$ cat config.mk
export PLATFORM = sky130hd
export DESIGN_NAME = uart_tx_cts
export DESIGN_NICKNAME = d
export VERILOG_FILES = /design/src/rtl/uart_tx_cts.sv
export SDC_FILE = /design/constraint.sdc
export NUM_CORES = 1
export LEC_CHECK = 0
export ABC_CLOCK_PERIOD_IN_PS = 2500
export CAP_MARGIN = 5
export CORE_ASPECT_RATIO = 0.9
export CORE_UTILIZATION = 53
export CTS_CLUSTER_SIZE = 12
export DETAILED_ROUTE_END_ITERATION = 12
export GPL_TIMING_DRIVEN = 0
export PLACE_DENSITY = 0.8
export RECOVER_POWER = 100
export SYNTH_ARGS = -nofsm -noshare
export SYNTH_HDL_FRONTEND = slang
export SYNTH_SLANG_ARGS = --single-unit
export TNS_END_PERCENT = 50
$ cat constraint.sdc
create_clock -name clk -period 2.5 [get_ports clk]
set_input_delay 0.625 -clock clk [delete_from_list [all_inputs] [get_ports clk]]
set_output_delay 0.625 -clock clk [all_outputs]
set_load 0.01 [all_outputs]
$ cat src/rtl/uart_tx_cts.sv
// Buffered 8N1 UART transmitter with a small byte FIFO and active-low CTS gating of frame starts.
// tx, in_ready, busy and fifo_count are all driven straight from flops.
module uart_tx_cts #(
    parameter int CLKS_PER_BIT = 104,
    parameter int FIFO_DEPTH   = 4,
    parameter int STOP_BITS    = 1
) (
    input  logic                          clk,
    input  logic                          reset,
    input  logic [7:0]                    in_data,
    input  logic                          in_valid,
    output logic                          in_ready,
    input  logic                          cts,
    output logic                          tx,
    output logic                          busy,
    output logic [$clog2(FIFO_DEPTH):0]   fifo_count
);

    localparam int BAUD_W = $clog2(CLKS_PER_BIT);
    localparam int PTR_W  = $clog2(FIFO_DEPTH);
    localparam int CNT_W  = PTR_W + 1;

    localparam logic [BAUD_W-1:0] BAUD_LAST = BAUD_W'(CLKS_PER_BIT - 1);
    localparam logic [2:0]        STOP_LAST = 3'(STOP_BITS - 1);
    localparam logic [CNT_W-1:0]  DEPTH_C   = CNT_W'(FIFO_DEPTH);

    typedef enum logic [1:0] {
        IDLE  = 2'd0,
        START = 2'd1,
        DATA  = 2'd2,
        STOP  = 2'd3
    } state_t;

    state_t             state_r;
    state_t             state_s;
    logic [BAUD_W-1:0]  baud_r;
    logic [BAUD_W-1:0]  baud_s;
    logic [2:0]         bit_r;
    logic [2:0]         bit_s;
    logic [7:0]         shift_r;
    logic [7:0]         shift_s;
    logic               tx_r;
    logic               tx_s;
    logic               pop_s;
    logic               push_s;
    logic               baud_done_s;

    logic [7:0]         mem_r [FIFO_DEPTH];
    logic [PTR_W-1:0]   wr_ptr_r;
    logic [PTR_W-1:0]   rd_ptr_r;
    logic [CNT_W-1:0]   count_r;
    logic [CNT_W-1:0]   count_s;
    logic               in_ready_r;
    logic               busy_r;

    assign push_s      = in_valid & in_ready_r;
    assign baud_done_s = (baud_r == BAUD_LAST);

    assign in_ready   = in_ready_r;
    assign tx         = tx_r;
    assign busy       = busy_r;
    assign fifo_count = count_r;

    // FIFO occupancy after this cycle's push/pop
    always_comb begin
        count_s = count_r;
        case ({push_s, pop_s})
            2'b10:   count_s = count_r + CNT_W'(1);
            2'b01:   count_s = count_r - CNT_W'(1);
            default: count_s = count_r;
        endcase
    end

    // Frame sequencer; tx is computed from the next state so the line moves on the same edge as the FSM
    always_comb begin
        state_s = state_r;
        baud_s  = baud_r;
        bit_s   = bit_r;
        shift_s = shift_r;
        pop_s   = 1'b0;
        tx_s    = 1'b1;
        case (state_r)
            IDLE: begin
                // CTS is only consulted here, so a frame already started always completes
                if ((count_r != {CNT_W{1'b0}}) && (cts == 1'b0)) begin
                    pop_s   = 1'b1;
                    shift_s = mem_r[rd_ptr_r];
                    state_s = START;
                    baud_s  = {BAUD_W{1'b0}};
                end else begin
                    state_s = IDLE;
                end
            end
            START: begin
                if (baud_done_s) begin
                    state_s = DATA;
                    baud_s  = {BAUD_W{1'b0}};
                    bit_s   = 3'd0;
                end else begin
                    baud_s  = baud_r + BAUD_W'(1);
                end
            end
            DATA: begin
                if (baud_done_s) begin
                    baud_s  = {BAUD_W{1'b0}};
                    shift_s = {1'b0, shift_r[7:1]};
                    if (bit_r == 3'd7) begin
                        state_s = STOP;
                        bit_s   = 3'd0;
                    end else begin
                        bit_s   = bit_r + 3'd1;
                    end
                end else begin
                    baud_s  = baud_r + BAUD_W'(1);
                end
            end
            STOP: begin
                if (baud_done_s) begin
                    baud_s = {BAUD_W{1'b0}};
                    if (bit_r == STOP_LAST) begin
                        state_s = IDLE;
                        bit_s   = 3'd0;
                    end else begin
                        bit_s   = bit_r + 3'd1;
                    end
                end else begin
                    baud_s = baud_r + BAUD_W'(1);
                end
            end
            default: begin
                state_s = IDLE;
                baud_s  = {BAUD_W{1'b0}};
                bit_s   = 3'd0;
            end
        endcase

        case (state_s)
            IDLE:    tx_s = 1'b1;
            START:   tx_s = 1'b0;
            DATA:    tx_s = shift_s[0];
            STOP:    tx_s = 1'b1;
            default: tx_s = 1'b1;
        endcase
    end

    // State, counters, FIFO pointers and registered status outputs
    always_ff @(posedge clk or posedge reset) begin
        if (reset) begin
            state_r    <= IDLE;
            baud_r     <= {BAUD_W{1'b0}};
            bit_r      <= 3'd0;
            shift_r    <= 8'h00;
            tx_r       <= 1'b1;
            wr_ptr_r   <= {PTR_W{1'b0}};
            rd_ptr_r   <= {PTR_W{1'b0}};
            count_r    <= {CNT_W{1'b0}};
            in_ready_r <= 1'b1;
            busy_r     <= 1'b0;
        end else begin
            state_r    <= state_s;
            baud_r     <= baud_s;
            bit_r      <= bit_s;
            shift_r    <= shift_s;
            tx_r       <= tx_s;
            count_r    <= count_s;
            in_ready_r <= (count_s != DEPTH_C);
            busy_r     <= (state_s != IDLE) || (count_s != {CNT_W{1'b0}});
            if (push_s) begin
                wr_ptr_r <= wr_ptr_r + PTR_W'(1);
            end
            if (pop_s) begin
                rd_ptr_r <= rd_ptr_r + PTR_W'(1);
            end
        end
    end

    // FIFO storage; contents are don't-care once the pointers are reset
    always_ff @(posedge clk) begin
        if (push_s) begin
            mem_r[wr_ptr_r] <= in_data;
        end
    end

endmodule

After elaboration in Yosys (flattened, before gate mapping)
Memories as Yosys holds them, arrays and structs flattened.
Cells that the tools add are included.

storage, ports and cells
  register bits = 30
  input bits = 12
  memories kept = 1
  RAM bits = 32

operators by class
  $add $sub $neg = 6
  equal/unequal tests = 15
  bitwise gates (word level) = 2
  multiplexer cells = 25
  reduce and logical (&&, ||, !) cells = 14

memories
  name   depth  bits a word  rd ports  clocked after Yosys merged registers in  write ports  line  source
  mem_r  4      8            1         0                                        1            48    logic [7:0] mem_r [FIFO_DEPTH];

operator list
  operator             count
  $mux 8               2
  $pmux 8 s2           1
  $mux 3               5
  $mux 7               2
  $pmux 7 s2           1
  $eq 2x2->1 const B   5
  $mux 2               5
  $pmux 3 s3           1
  $reduce_bool 3->1    3
  $ne 2x2->1 const B   4
  $pmux 2 s4           1
  $add 7x1->7 const B  1
  $eq 7x7->1 const B   1
  $add 3x1->3 const B  2
  $eq 2x1->1 const B   3
  $pmux 3 s2           1
  $mux 1               5
  $add 2x1->2 const B  2
  $logic_not 2->1      2
  $reduce_and 4->1     1
  $reduce_bool 2->1    2
  $eq 3x3->1 const B   1
  $logic_not 3->1      1
  $ne 3x3->1 const B   1
  9 further kinds      9

Longest topological paths before layout
  depth in word-level cells = 8
  depth in mapped cells = 10

Worst setup path before layout
Ideal clock, no wire load.

  path type = input -> register
  start point = input port cts
  end point = register busy_r, in the netlist busy
  arrival time = 2,523 ps
  path slack = -169 ps
  cell stages on the path = 10
  library setup time = 146 ps
  required time = 2,354 ps
  cell sequence = inv_1 -> nand3_1 -> inv_2 -> ha_1 -> inv_1 -> fa_1 -> xor2_1 -> nor2_1 -> xor2_1 -> or4b_2

between the ends
  cells in the longest elaborated chain, start to end = 8
  elaborated cells between the ends (all ways) = 12

ends and longest elaborated chain
  element                                          line  source
  from (decl)                                      13    input logic cts,
  $not 1->1 *                                      85    if ((count_r != {CNT_W{1'b0}}) && (cts == 1'b0)) begin
  $logic_and 1x1->1 *                              85
  $mux 1 *                                         85
  $mux 1 *                                         82    case (state_r)
  named net pop_s                                  44    logic pop_s;
  $eq 2x1->1 / $eq 2x2->1 (equally long branches)  67    case ({push_s, pop_s})
  $pmux 3 s2 *                                     67
  named net count_s[2]                             52    logic [CNT_W-1:0] count_s;
  $reduce_bool 3->1 *                              167   busy_r <= (state_s != IDLE) || (count_s != {CNT_W{1'b0}});
  $logic_or 1x1->1 *                               167
  to (signal assigned)                             167
  to (decl)                                        54    logic busy_r;

Mark *: on every way through the listed nets, which the timed path passes. The rest lies on a longest branch.
A chain may end at the register's enable or synchronous reset.

Worst setup path after layout
  start point = register baud_r[1]
  end point = register tx_r, in the netlist tx

between the ends
  cells in the longest elaborated chain, start to end = 6
  elaborated cells between the ends (all ways) = 13

ends and longest elaborated chain
  element                                               line          source
  from (decl)                                           36            logic [BAUD_W-1:0] baud_r;
  from (signal assigned)                                150           baud_r <= {BAUD_W{1'b0}};
  from (signal assigned)                                161           baud_r <= baud_s;
  $eq 7x7->1 *                                          57            assign baud_done_s = (baud_r == BAUD_LAST);
  $mux 2 (on tied branches)                             118, 104, 95
  $pmux 2 s4                                            82
  $eq 2x2->1 / $logic_not 2->1 (equally long branches)  137           case (state_s)
  $reduce_or 2->1 (no source line)                      -
  $pmux 1 s3 *                                          137
  named net tx_s                                        43            logic tx_s;
  to (signal assigned)                                  164           tx_r <= tx_s;
  to (decl)                                             42            logic tx_r;

Mark *: on every way through the listed nets, which the timed path passes. The rest lies on a longest branch. The select of a mux whose other input is x is not followed.

==> results.json <==
{
  "status": "finished, violations left",
  "failed_checks": "negative setup slack",
  "num_vias": 1938,
  "crit_slowest_cell": "dfrtp_1",
  "p_total_w": 0.003651,
  "drv_cap": 0,
  "crit_start": "baud_r[1]",
  "critPathKind": "flop to flop",
  "path_delay_family": "simple AND/OR/NAND/NOR gates",
  "grtUsageTotal_pct": 22.44,
  "crit_buf_inv": 0,
  "tritoncts": "yes",
  "vias_per_cell": 5.963,
  "finalCritPeriodShare_pct": 100.8,
  "insertedDiodeCount": 0,
  "wl_per_cell_um": 19.11,
  "cts_root_buf": "clkbuf_8",
  "synth_area_per_cell_um2": 13.72,
  "whs_ns": 0.4826,
  "hold_violations": 0,
  "yosysWarnings": 0,
  "rsz0062_at_grt": "yes",
  "vdd_drop_max_mv": 0.6942,
  "postLayoutCellArea_um2": 3572,
  "antenna_found_initial": 0,
  "ant_nets": 0,
  "syn_area_um2": 2840,
  "worstPathRequired_ns": 2.74,
  "fin_crit_ns": 2.519,
  "numCtsBuffers": 9,
  "p_leak_nw": 1.461,
  "holdPathStages": 1,
  "area_growth_pct": 25.77,
  "finalNonFillerCells": 325,
  "clock.fmax_mhz": 397.0,
  "cp_slowest_stage_delay_ns": 0.44,
  "htreeDepth": 3,
  "met1_length_mm": 2.680,
  "setup_viol": 1,
  "clkTransAtPathRegs_ns": 0.07,
  "r2r-start": "baud_r[1]",
  "min-delay-start": "shift_r[2]",
  "core-area_um2": 4985,
  "cp_max_fo": 6,
  "ys_seq_area_share_pct": 60.35,
  "dr_wl_met2_mm": 3.027,
  "fp.dieH_um": 71.45,
  "grt_max_degree": 31,
  "insertion_delay_ns": 0.33,
  "synth_seq_cells": 62,
  "placed_cells": 289,
  "post_synth_main_area_contributors": "edfxtp_1, dfrtp_1, mux4_2, ha_1, a22o_2",
  "report.final.slew_viol_count": 0,
  "start_kind": "flop",
  "relSlewSlack_pct": 57.92,
  "placed_cell_area_um2": 3132,
  "place_hpwl_mm": 3.449,
  "start_util_pct": 56.98,
  "pin_count": 18,
  "dr.first_iter.drc_count": 208,
  "ctsHoldBuffers": 0,
  "syn_inst": 207,
  "die_w_um": 79.17,
  "finalClockSkew_ns": 0.008778,
  "tightest_slew_ns": 0.6312,
  "drc": 0,
  "drive_above_1_share_pct": 31.54,
  "post-place-ws_ns": -0.5598,
  "grt_pass1_wl_mm": 9.039,
  "power_density_nw_per_um2": 1022,
  "crit_chain": "ha_4 -> and3_4 -> nand3_1 -> nor2_1 -> a21o_1 -> ha_1 -> or3b_1 -> a2111o_1 -> o221ai_1",
  "routed_wirelength_mm": 6.211,
  "dr_wl_met3_um": 357,
  "synth.top_cell.area_share_pct": 33.83,
  "place.gp.congestion": 0.7730,
  "arrival_ns": 2.76,
  "cts_sinks": 62,
  "ctsLongestPathBuffers": 2,
  "r2r-end": "tx",
  "syn_nets": 232,
  "numPortBuffers": 17,
  "holdPathEnd": "shift_r[2]",
  "r2r_cells": 9,
  "grt_pass1_vias": 1900,
  "fp-row-count": 24,
  "setup_ws_ns": -0.01891,
  "dieArea_um2": 5656,
  "synthDistinctLibCells": 44,
  "hold_path_class": "flop to flop",
  "maxUsedRoutingLayer": "met4",
  "synth_top_area_cell": "edfxtp_1",
  "grt-ovfl-total": 0,
  "r2r_slack_ns": -0.02,
  "nNetsFinal": 280,
  "drtPass1Iterations": 4,
  "cp-end-kind": "flop"
}
[worst max path at each step]
stage / slack, ns / cells after the start / end
after global placement: -0.54 / 11 / busy
after detailed placement: -0.56 / 9 / busy
after CTS: -0.006 / 10 / busy
after floorplan: 0.02 / 10 / busy
final: -0.02 / 9 / tx
after global routing: -0.09 / 9 / tx
[synthesized netlist by cell type]
master / count
a221o_1: 1
nand3b_1: 1
nor3b_1: 1
mux2_2: 2
a22o_1: 3
inv_1: 10
o21ai_0: 9
nand2_1: 13
xnor2_1: 5
or3b_1: 1
buf_2: 2
edfxtp_1: 32
a21o_1: 8
nor3_1: 2
a31o_2: 1
a32oi_1: 1
a2111o_1: 1
dfstp_2: 2
nor2_1: 12
xor2_1: 3
nor2_2: 1
ha_1: 12
a211o_1: 1
or3b_4: 1
o221ai_1: 1
buf_6: 1
mux4_2: 7
nor2b_1: 2
inv_2: 2
nand3_1: 8
mux2i_1: 4
or2_2: 1
or4b_2: 1
fa_1: 1
or3_1: 1
dfrtp_1: 28
and3_1: 5
clkbuf_1: 3
a21oi_2: 2
a22o_2: 7
nor4_4: 1
a21oi_1: 5
a221oi_1: 1
nand4_1: 1
[cells in the final DEF (no fill, tap or decap), drive strengths merged, types with 3 or more instances in the layout]
cell type	count
a21o	8
a21oi	7
a22o	10
and3	5
buf	24
clkbuf	11
clkdlybuf4s50	6
clkinv	3
dfrtp	28
dlygate4sd3	9
edfxtp	32
ha	12
inv	12
mux2i	4
mux4	7
nand2	13
nand3	8
nor2	13
o21ai	9
xnor2	5
xor2	3
[per-layer routing]
layer  track usage, %  up-vias
li1                 -      868
met4            13.54        0
met1            29.04      973
met2            35.25       81
met5                0        -
met3            4.586       16
[cell type report]
class	instances	area [um2]
flip-flops and latches	62	1717
fillers	337	1413
multi-input cells	127	1134
repair buffers	38	345.3
clock buffers	9	123.9
clock inverters	7	88.84
well taps	65	81.33
inverters	12	52.55
plain buffers	5	30.03
[sequential cells by signal, summed over array words and instances, names as in the netlist]
register    count
in_ready        1
mem_r          32
bit_r           3
wr_ptr_r        2
state_r         2
baud_r          7
busy            1
rd_ptr_r        2
fifo_count      3
shift_r         8
tx              1
[per-stage QoR]
step	util, %	setup TNS [ns]
floorplan	-	0
global placement	62.83	-0.9859
detailed placement	62.83	-1.182
CTS	68.78	-0.006277
global route	71.66	-0.08762
finish	71.66	-0.01891
[cell families (layout without fill, tap and decap cells)]
logic type	after synthesis	count (layout)	share of synthesized area, %
buf+inv	18	71	2.731
xor+xnor	8	8	2.467
mux	13	13	7.753
simple gates	52	52	9.825
fa+ha+maj	13	13	5.991
compound gates	41	41	10.88
flops	62	62	60.35
[power by group]
| part | total, W | internal, W | switching [W] |
|---|---|---|---|
| Clock | 0.000942 | 0.000554 | 0.000389 |
| Combinational | 0.00116 | 0.000592 | 0.000567 |
| Sequential | 0.00155 | 0.00137 | 0.000178 |
[timing repair]
item,in CTS,in global routing
resized for setup,13,7
cloned,0,0
buffers inserted,7,13
setup endpoints to repair,2,2
pin swaps,5,7
No activity file was read; power rests on OpenSTA's default activity.
